--- src/rtl/dmem_arb_pkg.sv ---
// Shared types and constants for the data-memory arbiter.
//   arb_state_e : sequencer states (IDLE, ACCESS, RESP)
//   OWN_CORE/OWN_HOST : owner encoding used for grants and last_grant
//   LAT_W : width of the access-latency down-counter (MEM_LAT up to 15)
package dmem_arb_pkg;

   localparam int unsigned LAT_W = 4;

   localparam logic OWN_CORE = 1'b0;
   localparam logic OWN_HOST = 1'b1;

   typedef enum logic [1:0] {
      IDLE   = 2'd0,
      ACCESS = 2'd1,
      RESP   = 2'd2
   } arb_state_e;

endpackage : dmem_arb_pkg

--- src/rtl/dmem_arb_pick.sv ---
// Two-way winner selection between the core and the host requester.
// Optional feature macro: DMEM_ARB_FIXED_PRIO_EN (core always wins ties;
// otherwise ties alternate against last_grant).
// Ports:
//   core_req, host_req : pending requests
//   last_grant         : owner of the most recent grant
//   any_req_c          : at least one request pending (combinational)
//   winner_c           : selected owner, OWN_CORE/OWN_HOST (combinational)
module dmem_arb_pick
   import dmem_arb_pkg::*;
(
   input  logic core_req,
   input  logic host_req,
   input  logic last_grant,
   output logic any_req_c,
   output logic winner_c
);

`ifdef DMEM_ARB_FIXED_PRIO_EN
   logic unused_last_grant;
   assign unused_last_grant = last_grant;

   // Core has absolute priority; host only wins when the core is silent.
   always_comb begin
      any_req_c = core_req | host_req;
      winner_c  = OWN_CORE;
      if (!core_req) begin
         winner_c = OWN_HOST;
      end
   end
`else
   // Round-robin: on a tie the requester that was not served last wins.
   always_comb begin
      any_req_c = core_req | host_req;
      winner_c  = OWN_CORE;
      if (core_req && host_req) begin
         winner_c = (last_grant == OWN_CORE) ? OWN_HOST : OWN_CORE;
      end else if (host_req) begin
         winner_c = OWN_HOST;
      end
   end
`endif

endmodule : dmem_arb_pick

--- src/rtl/dmem_arbiter.sv ---
// Shares the single-port data memory between the core load/store path and
// the host/debug port. IDLE -> ACCESS (MEM_LAT cycles) -> RESP (ack) -> IDLE.
// Optional feature macro: DMEM_ARB_FIXED_PRIO_EN (see dmem_arb_pick).
// Ports:
//   clk, rst                      : clock, synchronous active-low reset
//   core_req/we/addr/wdata        : core request, held until core_ack
//   core_rdata, core_ack          : core load data and completion pulse
//   core_stall                    : core_req & ~core_ack (combinational)
//   host_req/we/addr/wdata        : host request, held until host_ack
//   host_rdata, host_ack          : host load data and completion pulse
//   mem_addr/wdata/read/write     : memory interface, active only in ACCESS
//   mem_rdata                     : combinational memory read data
//   busy                          : sequencer not idle
module dmem_arbiter
   import dmem_arb_pkg::*;
#(
   parameter int unsigned ADDR_W  = 32,
   parameter int unsigned DATA_W  = 32,
   parameter int unsigned MEM_LAT = 1
) (
   input  logic              clk,
   input  logic              rst,
   input  logic              core_req,
   input  logic              core_we,
   input  logic [ADDR_W-1:0] core_addr,
   input  logic [DATA_W-1:0] core_wdata,
   output logic [DATA_W-1:0] core_rdata,
   output logic              core_ack,
   output logic              core_stall,
   input  logic              host_req,
   input  logic              host_we,
   input  logic [ADDR_W-1:0] host_addr,
   input  logic [DATA_W-1:0] host_wdata,
   output logic [DATA_W-1:0] host_rdata,
   output logic              host_ack,
   output logic [ADDR_W-1:0] mem_addr,
   output logic [DATA_W-1:0] mem_wdata,
   output logic              mem_read,
   output logic              mem_write,
   input  logic [DATA_W-1:0] mem_rdata,
   output logic              busy
);

   arb_state_e       state;
   logic [LAT_W-1:0] lat_cnt;
   logic             last_grant;
   logic             owner_q;
   logic             we_q;

   logic              any_req_c;
   logic              winner_c;
   logic              sel_we_c;
   logic [ADDR_W-1:0] sel_addr_c;
   logic [DATA_W-1:0] sel_wdata_c;

   dmem_arb_pick u_pick (
      .core_req   (core_req),
      .host_req   (host_req),
      .last_grant (last_grant),
      .any_req_c  (any_req_c),
      .winner_c   (winner_c)
   );

   // Request fields of the current winner.
   always_comb begin
      sel_we_c    = core_we;
      sel_addr_c  = core_addr;
      sel_wdata_c = core_wdata;
      if (winner_c == OWN_HOST) begin
         sel_we_c    = host_we;
         sel_addr_c  = host_addr;
         sel_wdata_c = host_wdata;
      end
   end

   // The core advances on the ack edge, so the stall drops during the ack cycle.
   assign core_stall = core_req & ~core_ack;

   // Sequencer with registered memory strobes, acks and read-data capture.
   always_ff @(posedge clk) begin
      if (!rst) begin
         state      <= IDLE;
         lat_cnt    <= '0;
         last_grant <= OWN_HOST;
         owner_q    <= OWN_CORE;
         we_q       <= 1'b0;
         core_rdata <= '0;
         core_ack   <= 1'b0;
         host_rdata <= '0;
         host_ack   <= 1'b0;
         mem_addr   <= '0;
         mem_wdata  <= '0;
         mem_read   <= 1'b0;
         mem_write  <= 1'b0;
         busy       <= 1'b0;
      end else begin
         core_ack <= 1'b0;
         host_ack <= 1'b0;
         case (state)
            IDLE: begin
               if (any_req_c) begin
                  owner_q    <= winner_c;
                  last_grant <= winner_c;
                  we_q       <= sel_we_c;
                  mem_addr   <= sel_addr_c;
                  mem_wdata  <= sel_wdata_c;
                  mem_read   <= ~sel_we_c;
                  // With a single-cycle access the first ACCESS cycle is also the last.
                  mem_write  <= sel_we_c & (MEM_LAT == 1);
                  lat_cnt    <= LAT_W'(MEM_LAT - 1);
                  busy       <= 1'b1;
                  state      <= ACCESS;
               end
            end
            ACCESS: begin
               if (lat_cnt == '0) begin
                  if (!we_q) begin
                     if (owner_q == OWN_HOST) begin
                        host_rdata <= mem_rdata;
                     end else begin
                        core_rdata <= mem_rdata;
                     end
                  end
                  core_ack  <= (owner_q == OWN_CORE);
                  host_ack  <= (owner_q == OWN_HOST);
                  mem_addr  <= '0;
                  mem_wdata <= '0;
                  mem_read  <= 1'b0;
                  mem_write <= 1'b0;
                  state     <= RESP;
               end else begin
                  lat_cnt   <= lat_cnt - LAT_W'(1);
                  // Write strobe only in the cycle where lat_cnt reaches zero.
                  mem_write <= we_q & (lat_cnt == LAT_W'(1));
               end
            end
            RESP: begin
               // Requests are deliberately not sampled here.
               busy  <= 1'b0;
               state <= IDLE;
            end
            default: begin
               state <= IDLE;
            end
         endcase
      end
   end

endmodule : dmem_arbiter

--- config.mk ---
export PLATFORM = sky130hd
export DESIGN_NAME = dmem_arbiter
export DESIGN_NICKNAME = d
export VERILOG_FILES = /design/src/rtl/dmem_arb_pkg.sv /design/src/rtl/dmem_arb_pick.sv /design/src/rtl/dmem_arbiter.sv
export SDC_FILE = /design/constraint.sdc
export NUM_CORES = 1
export LEC_CHECK = 0
export ABC_CLOCK_PERIOD_IN_PS = 1900
export BUFFER_PORTS_ARGS = -buffer_cell sky130_fd_sc_hd__buf_2
export CAP_MARGIN = 0
export CORE_ASPECT_RATIO = 0.75
export CORE_MARGIN = 4
export CORE_UTILIZATION = 44
export CTS_CLUSTER_SIZE = 12
export DETAILED_ROUTE_END_ITERATION = 7
export PLACE_DENSITY = 0.79
export SLEW_MARGIN = 0
export SYNTH_ARGS = -nofsm -noshare
export SYNTH_HDL_FRONTEND = slang
export SYNTH_SLANG_ARGS = --single-unit
export TNS_END_PERCENT = 50
--- constraint.sdc ---
create_clock -name clk -period 1.9 [get_ports clk]
set_input_delay 0.57 -clock clk [delete_from_list [all_inputs] [get_ports clk]]
set_output_delay 0.57 -clock clk [all_outputs]
set_load 0.02 [all_outputs]
# Yosys cells after proc, flatten, opt, wreduce, memory -nomap -nowiden
# Index checks and enable logic that the tools add are counted.
dict set report word_totals {
  ff_bits 142
  wordCells 67
  output_inout_bits 134
  inputBits 166
}
dict set report classes {
  bitwise 7
  mux 25
  eq_ne 6
  add_sub_neg 1
  reduce_logical 14
}
# cell count
set op_table {}
lappend op_table {{32-bit 2-to-1 mux} 5}
lappend op_table {{32-bit case mux with 2 select lines} 2}
lappend op_table {{1-bit 2-to-1 mux} 9}
lappend op_table {{3-bit AND reduction} 3}
lappend op_table {{4-bit 2-to-1 mux} 2}
lappend op_table {{4-bit case mux with 2 select lines} 1}
lappend op_table {{2-bit AND reduction} 4}
lappend op_table {{4-bit AND reduction} 2}
lappend op_table {{2-bit inequality test, second input constant} 3}
lappend op_table {{1-bit case mux with 2 select lines} 3}
lappend op_table {{4-bit by 1-bit == test with 1-bit output, second input constant} 1}
lappend op_table {{4-bit zero test} 1}
lappend op_table {{2-bit 2-to-1 mux} 2}
lappend op_table {{1-bit inverter} 4}
lappend op_table {{2-bit case mux with 2 select lines} 1}
lappend op_table {{2-bit nonzero test} 2}
lappend op_table {{4-bit by 1-bit subtractor with 4-bit output, second input constant} 1}
lappend op_table {{1-bit bitwise AND} 2}
lappend op_table {{2-bit by 1-bit == test with 1-bit output, second input constant} 1}
lappend op_table {{2-bit == test, second input constant} 1}
lappend op_table {{2-bit zero test} 1}
lappend op_table {{1-bit logical AND} 1}
lappend op_table {{1-bit bitwise OR} 1}

# Logic depth before layout (Yosys ltp)
dict set report logic_depth {
  word_depth 6
  mapped_depth 7
  depth_no_buf 6
}

# By module
# From an unflattened synthesis, not the netlist that was laid out.
dict set report hier_totals {
  cells_unflattened 732
  area_unflattened_um2 6562.5
}
# mod n_inst seq_area_each_um2 area_per_inst_um2 cells_each
set modules_own_cells {}
lappend modules_own_cells {dmem_arbiter 1 2842.7 6548.8 730}
lappend modules_own_cells {dmem_arb_pick 1 0.0 13.8 2}

# Worst setup path before layout
# No wires, ideal clock.
dict set report synth_timing {
  kind {register to register}
  start {register lat_cnt[0]}
  end {register lat_cnt[3]}
  arrival_ns 1.414
  setup_time_ns 0.123
  slack_ns 0.363
  t_required_ns 1.777
  path_stages_with_launch 7
  n_path_buf 0
  period_less_slack_ns 1.537
  path_cell_list {dfxtp_1 > inv_1 > ha_1 > or3b_2 > nand3_1 > xor2_1 > nor2_1}
}
dict set report synth_between {
  elab_chain_cells 3
  word_cells_on_any_way 6
  classes_between {add/sub (1); eq/ne (1); mux (2); reduce/logical (2)}
}
# element line_no
set synth_lines {}
lappend synth_lines {{from (decl)} dmem_arbiter.sv:45} ;# logic [LAT_W-1:0] lat_cnt;
lappend synth_lines {{from (signal assigned)} dmem_arbiter.sv:110} ;# lat_cnt <= LAT_W'(MEM_LAT - 1);
lappend synth_lines {{from (signal assigned)} dmem_arbiter.sv:132} ;# lat_cnt <= lat_cnt - LAT_W'(1);
lappend synth_lines {{4-bit by 1-bit subtractor with 4-bit output / 4-bit zero test (equally long branches)} {dmem_arbiter.sv:132, dmem_arbiter.sv:116}}
lappend synth_lines {{4-bit 2-to-1 mux / 2-bit inequality test (equally long branches)} n/a}
lappend synth_lines {{4-bit case mux with 2 select lines / 3-bit AND reduction (equally long branches)} n/a}
# Several ways; a longest one is shown, not always the timed one. The select of a mux whose other input is x is not followed.
# A chain may end at the register's enable or synchronous reset.

# Final worst setup path
# Ends and elaborated chain as after synthesis.

==> results.py <==
metrics = {
    "run_status": {
        "run_status": "finished clean",
    },
    "critical_path": {
        "crit_required_ps": 2170,
        "worst-r2r-cell-count": 6,
        "worstSetupPathType": "flip-flop to flip-flop",
        "maximum_fanout_along_the_worst_path": 8,
        "end_kind": "flip-flop",
        "worst_ep_arrival_time_ps": 1970,
        "regToRegSetupSlack_ps": 200,
        "start_kind": "flip-flop",
        "reg2reg_to": "lat_cnt[3]",
        "rr_startpoint": "lat_cnt[0]",
    },
    "logic_synthesis": {
        "synth_sequential_area_ratio_pct": 51.94,
        "yosys.cell_types.count": 40,
        "ys_dominant_reg_cell": "sky130_fd_sc_hd__dfxtp_1",
        "syn-num-nets": 741,
        "postSynthAreaPerCell_um2": 9.568,
        "yosys_warnings": 0,
        "synth_instances": 572,
        "synth-edff-count": 0,
        "ys_async_sr_fraction_pct": 0,
        "synth_seq_cells": 142,
        "synth_area_um2": 5473,
    },
    "drt": {
        "detail_route.first_pass.iterations": 5,
        "drt-total-wl_um": 16140,
        "post-route-drc-count": 0,
        "antenna_left": 0,
        "routed_via_density": 5.192,
        "routed-via-count": 5343,
        "route.detailed.wl_per_inst_um": 15.68,
        "drtIter0Drc": 346,
    },
    "floorplan": {
        "die_area_um2": 14310,
        "placement_rows": 34,
        "die_width_um": 136.8,
        "core_area_um2": 11870,
        "num_io_pins": 300,
        "die_h_um": 104.6,
        "initial_core_util_pct": 46.11,
    },
    "placement": {
        "finalWeightedCongestion": 0.8186,
        "post_place_cells": 997,
        "numPortBuffers": 299,
        "dp_worst_setup_slack_ps": 224.5,
        "detailed_placement_hpwl_um": 11670,
    },
    "flow_run": {
        "cap_violations": 0,
    },
    "min_path": {
        "hold_path_startpoint": "mem_rdata[25]",
        "hold_end": "core_rdata[25]",
        "min_path_cells": 3,
        "hold_path_class": "input pin to flip-flop",
    },
    "clock_tree": {
        "clk_transition_reported_paths_ps": 60,
        "clk_path_buf_depth": 2,
        "hold_buf_count_cts": 0,
        "cts_tree": "yes",
        "h-tree-depth": 4,
        "cts.sinks": 142,
        "cts_repair_resize_count": 0,
        "post_cts_setup_buffer_count": 0,
        "clock_insertion_delay_worst_skew_ps": 400,
        "cts_made_buffers": 17,
        "clock_tree.root_cell": "sky130_fd_sc_hd__clkbuf_16",
    },
    "layout": {
        "final_layout_size_suffix_gt1_share_pct": 44.41,
        "nets": 1023,
        "flow.area_growth_from_synthesis_pct": 41.06,
        "final_util_pct": 65.04,
        "layoutNonFillerInstCount": 1029,
        "diodes": 0,
    },
    "sta": {
        "grt_setup_unrepaired": "false",
        "finalHoldViolCount": 0,
        "worst_tran_pin_value_ps": 380.4,
        "max_freq_mhz": 589.1,
        "final.setup_skew_ps": 10.88,
        "final_min_period_over_clock_period_pct": 89.34,
        "setup_tns_ps": 0,
        "min_period_ps": 1697,
        "report.final.slew_viol_count": 0,
        "post-route-worst-setup-slack_ps": 202.5,
        "setup_violators_final": 0,
        "max-slew-margin-rel_pct": 74.47,
    },
    "global_routing": {
        "grt_start_max_net_pins": 65,
        "grt_overflow_total": 0,
        "global_router_s_overall_resource_usage_pct": 21.50,
        "groute.layer.met2.usage_pct": 34.53,
        "groute.layer.met1.usage_pct": 28.81,
        "gr_util_met3_pct": 5.187,
        "grt_pass1_wl_um": 24880,
        "grt_busiest_layer": "met2",
        "antenna_found_initial": 0,
        "via_count_of_the_first_global_routing_pass": 4809,
    },
    "pwr": {
        "power_density_nw_per_um2": 1038,
        "vdd.ir_drop.worst_v": 0.0005818,
        "static_leakage_nw": 3.448,
        "report.power.total_w": 0.008014,
    },
}
## area by class of cell
| type | count | area, um^2 |
|---|---|---|
| multi-input combinational | 378 | 2355 |
| fill | 965 | 4149 |
| tap | 162 | 202.7 |
| inverter | 5 | 18.77 |
| timing repair buffer | 310 | 1679 |
| sequential | 142 | 2843 |
| clock inverter | 14 | 182.7 |
| clock buffer | 18 | 439.2 |
## critical path, stage by stage, from the launching register on
cell                      delay (ps)
sky130_fd_sc_hd__dfxtp_1         340
sky130_fd_sc_hd__inv_1           110
sky130_fd_sc_hd__ha_1            280
sky130_fd_sc_hd__or3b_2          530
sky130_fd_sc_hd__nand3_1         120
sky130_fd_sc_hd__xor2_1          150
sky130_fd_sc_hd__nor2_1           50
## synth_stat cells (2+ instances only)
library cell | instances | area, um^2
sky130_fd_sc_hd__a21oi_1 | 40 | 200.2
sky130_fd_sc_hd__a21oi_2 | 30 | 262.8
sky130_fd_sc_hd__a22oi_1 | 64 | 480.5
sky130_fd_sc_hd__and2_1 | 3 | 18.77
sky130_fd_sc_hd__and3_1 | 2 | 12.51
sky130_fd_sc_hd__buf_1 | 6 | 22.52
sky130_fd_sc_hd__buf_12 | 3 | 60.06
sky130_fd_sc_hd__buf_2 | 14 | 70.07
sky130_fd_sc_hd__buf_6 | 4 | 45.04
sky130_fd_sc_hd__clkbuf_1 | 19 | 71.32
sky130_fd_sc_hd__dfxtp_1 | 142 | 2843
sky130_fd_sc_hd__ha_1 | 3 | 37.54
sky130_fd_sc_hd__inv_1 | 4 | 15.01
sky130_fd_sc_hd__nand2_1 | 131 | 491.7
sky130_fd_sc_hd__nand2_2 | 2 | 12.51
sky130_fd_sc_hd__nand3_1 | 6 | 30.03
sky130_fd_sc_hd__nand4b_1 | 2 | 17.52
sky130_fd_sc_hd__nor2_1 | 6 | 22.52
sky130_fd_sc_hd__nor2b_1 | 2 | 12.51
sky130_fd_sc_hd__nor3_1 | 2 | 10.01
sky130_fd_sc_hd__o21ai_0 | 4 | 20.02
sky130_fd_sc_hd__o2bb2ai_1 | 64 | 560.5
sky130_fd_sc_hd__xor2_1 | 2 | 17.52
## layout by cell type (no fill, tap or decap), types with 2 or more instances in the layout
master,count
sky130_fd_sc_hd__a21oi_1,40
sky130_fd_sc_hd__a21oi_2,30
sky130_fd_sc_hd__a22oi_1,64
sky130_fd_sc_hd__and2_1,2
sky130_fd_sc_hd__and2_2,2
sky130_fd_sc_hd__and3_1,2
sky130_fd_sc_hd__buf_12,8
sky130_fd_sc_hd__buf_2,299
sky130_fd_sc_hd__buf_4,3
sky130_fd_sc_hd__bufinv_16,3
sky130_fd_sc_hd__clkbuf_16,17
sky130_fd_sc_hd__clkinv_4,5
sky130_fd_sc_hd__clkinvlp_4,3
sky130_fd_sc_hd__dfxtp_1,142
sky130_fd_sc_hd__ha_1,3
sky130_fd_sc_hd__inv_1,4
sky130_fd_sc_hd__inv_6,3
sky130_fd_sc_hd__nand2_1,130
sky130_fd_sc_hd__nand2_2,3
sky130_fd_sc_hd__nand3_1,6
sky130_fd_sc_hd__nand4b_1,2
sky130_fd_sc_hd__nor2_1,6
sky130_fd_sc_hd__nor2b_1,2
sky130_fd_sc_hd__nor3_1,2
sky130_fd_sc_hd__o21ai_0,4
sky130_fd_sc_hd__o2bb2ai_1,64
sky130_fd_sc_hd__xor2_1,2
## power by group
group          internal, W  total (W)  switching [W]
clock network      0.00212    0.00342        0.00129
registers          0.00319    0.00330       0.000114
logic             0.000500    0.00129       0.000794
## layer usage
| layer | vias up | part of all wire (%) |
|---|---|---|
| li1 | 2631 | - |
| met1 | 2509 | 44 |
| met2 | 191 | 48 |
| met3 | 12 | 6.9 |
| met4 | 0 | 0.98 |
| met5 | - | 0 |
## flip-flops by register name, summed over array words and instances, names as in the netlist
signal / cells
core_rdata: 32
host_rdata: 32
mem_addr: 32
mem_wdata: 32
lat_cnt: 4
state: 2
busy: 1
core_ack: 1
host_ack: 1
last_grant: 1
mem_read: 1
mem_write: 1
owner_q: 1
we_q: 1
## how the worst max path moves through the flow
stage,start,endpoint,depth (start not counted)
2_1_floorplan,lat_cnt[0],lat_cnt[3],6
3_3_place_gp,lat_cnt[0],lat_cnt[3],6
3_5_place_dp,core_req,mem_addr[15],6
4_1_cts,lat_cnt[0],lat_cnt[3],6
5_1_grt,lat_cnt[0],lat_cnt[3],6
6_report,lat_cnt[0],lat_cnt[3],6
## cell families (layout without fill, tap and decap cells)
kind of cell    count (synthesis)  after routing  share of synthesized area, %
buf+inv                        52            347                         5.395
fa+ha+maj                       3              3                        0.6859
flops                         142            142                         51.94
compound gates                207            207                         28.49
xor+xnor                        2              2                        0.3201
simple gates                  166            166                         13.17
## metrics by stage
step	hold WS, ps	cell area [um^2]
2_1_floorplan	448.0	5473
3_3_place_gp	440.0	7098
3_5_place_dp	441.2	7098
4_1_cts	395.0	7720
5_1_grt	398.1	7720
6_report	414.7	7720
Power figures use the tool's default switching activity.
